[src/rtl/treasure_result_reporter.sv]
// treasure_result_reporter: classifies per-frame vote counts, debounces the code,
// drives status LEDs and sends each newly stable code over a paced serial line.
module treasure_result_reporter #(
  parameter int CNT_W         = 16,
  parameter int MIN_VOTES     = 6,
  parameter int MIN_HALF      = 3,
  parameter int STABLE_FRAMES = 3,
  parameter int BIT_CYCLES    = 2500
) (
  input  logic             CLK,
  input  logic             RESET_N,
  input  logic             FRAME_DONE,
  input  logic [CNT_W-1:0] NUM_NEG,
  input  logic [CNT_W-1:0] NUM_POS,
  input  logic [CNT_W-1:0] NUM_STRAIGHT,
  input  logic [CNT_W-1:0] NUM_RED,
  input  logic [CNT_W-1:0] NUM_BLUE,
  input  logic             TX_READY,
  output logic             TX_LINE,
  output logic             TX_BUSY,
  output logic [2:0]       RESULT,
  output logic             RESULT_VALID,
  output logic [7:0]       LED
);
  localparam int BW = $clog2(BIT_CYCLES);
  localparam logic [CNT_W-1:0] MV = CNT_W'(MIN_VOTES);
  localparam logic [CNT_W-1:0] MH = CNT_W'(MIN_HALF);
  localparam logic [3:0] SF = 4'(STABLE_FRAMES);
  localparam logic [BW-1:0] BL = BW'(BIT_CYCLES - 1);

  typedef enum logic [2:0] {IDLE, START, DATA, PARITY, STOP} state_t;
  state_t state, state_n;
  logic fd_prev, fd_rise, red, blue, accept, launch, pending, bit_done, line_n;
  logic [1:0] shape, idx, idx_n;
  logic [2:0] code, candidate, pend_code, shift, shift_n;
  logic [3:0] count, next_count;
  logic [BW-1:0] bit_cnt, bit_n;

  // Counts are only compared, never added, so all-ones inputs cannot wrap.
  always_comb begin
    fd_rise = FRAME_DONE & ~fd_prev;
    red = NUM_RED >= MV;
    blue = ~red & (NUM_BLUE >= MV);
    shape = (NUM_NEG >= MH && NUM_POS >= MH) ? 2'b11 :
            (NUM_NEG >= MV) ? 2'b01 :
            (NUM_STRAIGHT >= MV) ? 2'b10 : 2'b00;
    code = ((red | blue) && shape != 2'b00) ? {blue, shape} : 3'b000;
    next_count = (code == candidate) ? ((count >= SF) ? SF : count + 4'd1) : 4'd1;
    accept = fd_rise && next_count == SF && code != RESULT;
  end

  always_ff @(posedge CLK) begin
    if (!RESET_N) begin
      fd_prev <= 1'b0;
      candidate <= 3'b000;
      count <= 4'd0;
      RESULT <= 3'b000;
      RESULT_VALID <= 1'b0;
      pending <= 1'b0;
      pend_code <= 3'b000;
    end else begin
      fd_prev <= FRAME_DONE;
      if (fd_rise) begin
        candidate <= code;
        count <= next_count;
      end
      if (accept) begin
        RESULT <= code;
        pend_code <= code;
        RESULT_VALID <= RESULT_VALID | (code != 3'b000);
      end
      pending <= accept | (pending & ~launch);
    end
  end

  // Line value is computed from the next state so TX_LINE is registered alongside it.
  always_comb begin
    state_n = state;
    idx_n = idx;
    launch = 1'b0;
    bit_done = bit_cnt == BL;
    bit_n = (state == IDLE || bit_done) ? '0 : bit_cnt + 1'b1;
    case (state)
      IDLE: if (pending && TX_READY) begin
        launch = 1'b1;
        state_n = START;
        idx_n = 2'd0;
      end
      START: if (bit_done) state_n = DATA;
      DATA: if (bit_done) begin
        idx_n = idx + 2'd1;
        if (idx == 2'd2) state_n = PARITY;
      end
      PARITY: if (bit_done) state_n = STOP;
      STOP: if (bit_done) state_n = IDLE;
      default: state_n = IDLE;
    endcase
    shift_n = launch ? pend_code : shift;
    line_n = (state_n == START) ? 1'b0 :
             (state_n == DATA) ? shift_n[idx_n] :
             (state_n == PARITY) ? ^shift_n : 1'b1;
  end

  always_ff @(posedge CLK) begin
    if (!RESET_N) begin
      state <= IDLE;
      bit_cnt <= '0;
      idx <= 2'd0;
      shift <= 3'b000;
      TX_LINE <= 1'b1;
      TX_BUSY <= 1'b0;
    end else begin
      state <= state_n;
      bit_cnt <= bit_n;
      idx <= idx_n;
      shift <= shift_n;
      TX_LINE <= line_n;
      TX_BUSY <= state_n != IDLE;
    end
  end

  assign LED = {RESULT_VALID, pending, TX_BUSY, 2'b00, RESULT};
endmodule

[config.mk]
export PLATFORM = sky130hd
export DESIGN_NAME = treasure_result_reporter
export DESIGN_NICKNAME = d
export VERILOG_FILES = /design/src/rtl/treasure_result_reporter.sv
export SDC_FILE = /design/constraint.sdc
export NUM_CORES = 1
export LEC_CHECK = 0
export CORE_AREA = 2 2 70 72
export DETAILED_ROUTE_END_ITERATION = 12
export DIE_AREA = 0 0 72 74
export PLACE_DENSITY_LB_ADDON = 0.08
export SETUP_SLACK_MARGIN = 0.15
export SLEW_MARGIN = 20
export SYNTH_ARGS = -nofsm -noshare
export SYNTH_HDL_FRONTEND = slang
export SYNTH_SLANG_ARGS = --single-unit
[constraint.sdc]
create_clock -name CLK -period 7.4 [get_ports CLK]
set_clock_uncertainty 0.05 [all_clocks]
set_input_delay 1.48 -clock CLK [delete_from_list [all_inputs] [get_ports CLK]]
set_output_delay 1.48 -clock CLK [all_outputs]
set_load 0.03 [all_outputs]
==> tab_implementation.tex <==
\begin{tabular}{lr}
\hline
Metric & Value \\
\hline
\multicolumn{2}{l}{\textbf{Clock network}} \\
\quad Total CTS buffers & 5 \\
\quad Max clock buf depth & 2 \\
\quad Hold\_buf cts & 0 \\
\quad Clock insertion delay at the later pin of the skew report & 0.29 ns \\
\quad TritonCTS clock tree & built \\
\quad Sink Count & 35 \\
\quad Setup Fix Bufs, Post-CTS & 0 \\
\quad H-tree level count & 2 \\
\quad Clock input transition at the sequential cells of the worst setup and hold paths & $\sim$0.07 ns \\
\quad Resized Gates After CTS & 0 \\
\quad Root buffer cell & clkbuf\_8 \\
\multicolumn{2}{l}{\textbf{Route}} \\
\quad Routed len/inst & approximately 14 um \\
\quad Pre-Repair DR Iteration Count & 4 \\
\quad DRT iter0 DRCs & 63 \\
\quad Routed wire length & around 4900 um \\
\quad Number of vias per cell & 4.89 \\
\quad Number of antenna-violating nets in the routed design & 0 \\
\quad Total via count in the routed design & $\sim$1800 \\
\quad Remaining DRCs & 0 \\
\multicolumn{2}{l}{\textbf{Final layout}} \\
\quad Total inserted antenna cells & 0 \\
\quad Final core utilization & around 64\% \\
\quad Number of nets in the final layout & 392 \\
\quad Final instance area & roughly 3000 um2 \\
\quad Sequential cell area & roughly 700 um2 \\
\quad Multi-input combinational cell area & 1130 um2 \\
\quad Area Overhead vs Synth & 53.0\% \\
\quad Layout filler cell count & between 400 and 500 \\
\quad Share of post-route cells with drive strength above 1 & between 6 and 7\% \\
\multicolumn{2}{l}{\textbf{Die}} \\
\quad Core area & 4600 um2 \\
\quad Top-level I/O count & 98 \\
\quad Chip height & $\sim$74 um \\
\quad Area enclosed by the die boundary & approximately 5300 um2 \\
\quad Core Rows & 25 \\
\quad Die width & 72 um \\
\quad Starting density of the core & a little over two fifths \\
\multicolumn{2}{l}{\textbf{GRT}} \\
\quad Total global-route track usage & between 10\% and 20\% \\
\quad Initial antenna violation count & 0 \\
\quad First-pass GRT wire length & around 8000 um \\
\quad Largest net degree at the start of global routing & 27 \\
\quad Remaining Overflow, GRT & 0 \\
\quad Via count of the first global-routing pass & 1713 \\
\multicolumn{2}{l}{\textbf{Pwr}} \\
\quad VDD IR max & about 120 uV \\
\quad Sequential share of power & between 40\% and 50\% \\
\quad Power density cells & around 140 nW/um2 \\
\quad Static leakage power & approximately 0.0011 uW \\
\quad Switching share of power & around 20\% \\
\quad Internal Dissipation & $\sim$330 uW \\
\quad Clock share of power & 39.5\% \\
\quad Psw & approximately 85 uW \\
\quad Part of the total power dissipated in combinational logic & 14.7\% \\
\multicolumn{2}{l}{\textbf{STA}} \\
\quad Count of pins over their slew limit & 0 \\
\quad Endpoints failing setup & 0 \\
\quad Final hold violation count & 0 \\
\quad Minimum period implied by the final worst setup slack & between 3 and 4 ns \\
\quad Slew at the pin closest to its max-slew limit & 0.784 ns \\
\quad Unrepaired setup endpoints after global routing & false \\
\quad Post-Route Setup TNS & 0 ns \\
\quad Hold slack final & roughly 0.41 ns \\
\quad Final clock period utilization by the worst path & roughly half \\
\quad Fmax achieved & 262 MHz \\
\quad Max-Slew Margin vs Limit & approximately 48\% \\
\multicolumn{2}{l}{\textbf{Place}} \\
\quad Area after detailed placement & roughly 2800 um2 \\
\quad DPL Wire Length & $\sim$4000 um \\
\quad Gp weighted congestion & 0.761 \\
\quad Number of I/O port buffers & 92 \\
\multicolumn{2}{l}{\textbf{Critical path}} \\
\quad Top Family by Delay on Critical Path & simple AND/OR/NAND/NOR gates \\
\quad Launch instance of the worst register-to-register path & bit\_cnt[0] \\
\quad Startpoint-to-endpoint class of the critical path & input pin to register \\
\quad R2r endpoint & TX\_LINE \\
\quad Slowest cell on the critical path & or3b\_1 \\
\quad Buffer and inverter count on the worst path & 1 \\
\quad Worst setup SP type & input pin \\
\quad Crit. End Element & register \\
\quad Worst setup path endpoint & pend\_code[0] \\
\quad CP arrival & 3.94 ns \\
\quad Critical path's largest stage delay & 0.42 ns \\
\quad Required time worst endpoint & 7.52 ns \\
\quad Levels on crit path & 9 \\
\quad Worst setup path startpoint & NUM\_NEG[14] \\
\quad Flop-to-flop setup slack & about 5.0 ns \\
\quad Cell breakdown of the critical path & clkdlybuf4s50\_1, nor4\_2, nand4\_2, or3b\_1, a21oi\_2, xor2\_1, nor4b\_4, nand2\_2, mux2i\_1 \\
\quad Logic depth of the worst register-to-register path & 9 \\
\quad Biggest fanout along the worst timing path & 4 \\
\multicolumn{2}{l}{\textbf{Synth}} \\
\quad Post-synth design cell area & 1920 um2 \\
\quad Top\_reg\_cell synth & dfxtp\_1 \\
\quad Register bit count reported by yosys & 35 \\
\quad Warnings, synthesis & 0 \\
\quad Post-synth EDFFs & 0 \\
\quad Syn avg cell area & between 8 and 9 um2 \\
\quad Post-synthesis cell count & around 220 \\
\quad Number of library cell types mapped by synthesis & between 40 and 50 \\
\quad Sequential-to-total area share from yosys stat & between 30\% and 40\% \\
\quad Synth async-reset ratio & 0\% \\
\multicolumn{2}{l}{\textbf{Flow run}} \\
\quad Number of max-capacitance violations reported & 0 \\
\multicolumn{2}{l}{\textbf{Hold path}} \\
\quad Classification of the worst-slack hold path & register to register \\
\multicolumn{2}{l}{\textbf{Status}} \\
\quad Status & finished clean \\
\hline
\end{tabular}
-- placed cells by master (no fill, tap or decap), drive strengths merged, types with 6 or more instances in the layout --
cell and n:
and2 8, clkdlybuf4s50 92, nand4 7, nor2 21, mux2i 10, nand2 19
dfxtp 35, nor2b 8, nor4 11, xnor2 9, nand3 10, nor3 6
clkbuf 6, xor2 11
-- kinds of logic after synthesis --
group / Yosys count / synth area share (%)
buf+inv: 17 / 4.88
other cells: 1 / 0.195
xor+xnor: 20 / 9.11
compound gates: 25 / 10.1
simple gates: 106 / 32.1
fa+ha+maj: 3 / 1.95
mux: 10 / 5.21
flops: 35 / 36.4
-- cell usage after synthesis (2+ instances only) --
cell type,n,area [um2]
a211oi_1,5,37.5
a21boi_1,2,15.0
a21oi_1,4,20.0
a31oi_1,3,18.8
and2_1,8,50.1
and3_1,5,31.3
buf_4,8,60.1
clkbuf_1,4,15.0
dfxtp_1,35,701
ha_1,3,37.5
inv_1,5,18.8
mux2i_1,10,100
nand2_1,18,67.6
nand3_1,10,50.1
nand4_1,6,37.5
nor2_1,21,78.8
nor2b_1,8,50.1
nor3_1,6,30.0
nor3b_1,2,15.0
nor4_1,6,37.5
nor4_2,5,62.6
nor4b_1,2,17.5
o21ai_0,2,10.0
o21ai_1,2,10.0
or3_1,2,12.5
xnor2_1,9,78.8
xor2_1,11,96.3
-- how the worst min path moves through the flow --
stage               start  slack [ns]    endpoint  cells past startpoint
3_3_place_gp   bit_cnt[0]        0.39  bit_cnt[0]                      1
5_1_grt        bit_cnt[0]        0.43  bit_cnt[0]                      1
4_1_cts          count[1]        0.41    count[1]                      2
2_1_floorplan  bit_cnt[0]        0.38  bit_cnt[0]                      1
6_report         count[1]        0.41    count[1]                      2
3_5_place_dp   bit_cnt[0]        0.40  bit_cnt[0]                      1
-- tightest hold or removal path: cells and delay by family, from the launching register on --
kind | cells | cell delay, ns
simple gates | 1 | 0.05
flops | 1 | 0.31
compound gates | 1 | 0.05
-- metrics by stage --
step	instances	power, uW	setup WS [ns]
finish	359	418	3.59
CTS	359	421	3.56
floorplan	218	211	3.97
global route	359	433	3.40
detailed placement	352	257	3.27
global placement	352	257	3.28
-- routing by layer --
layer  up-vias  GRT usage [%]  wire [um]  share of wire (%)
li1        935              -          -                  -
met1       786           24.9       2230                 46
met2        25           34.2       2450                 50
met3         9           3.79        132                2.7
met4         0           6.29         78                1.6
met5         -              0          0                  0
-- registers in the layout (all words and copies together), names as in the netlist --
| name | flops |
|---|---|
| RESULT_VALID | 1 |
| pending | 1 |
| TX_LINE | 1 |
| idx | 2 |
| shift | 3 |
| pend_code | 3 |
| fd_prev | 1 |
| count | 4 |
| state | 3 |
| TX_BUSY | 1 |
| candidate | 3 |
| bit_cnt | 12 |
-- final cells by class --
| cell class | count | share of cell area (%) |
|---|---|---|
| clock buffer | 6 | 2.47 |
| clock inverter | 1 | 1.02 |
| inverter | 5 | 0.638 |
| multi-input combinational | 166 | 38.5 |
| sequential | 35 | 23.8 |
| tap | 54 | 2.30 |
| timing repair buffer | 92 | 31.3 |
-- power groups by stage --
stage                     Combinational, uW  Clock, uW  Sequential, uW
after floorplan                        15.7          0             196
after global placement                 60.8          0             196
after detailed placement               61.4          0             196
after CTS                              61.7        168             191
after global routing                   65.9        176             192
final                                  61.3        165             191
Note: power is estimated with default switching activity, not from simulation.
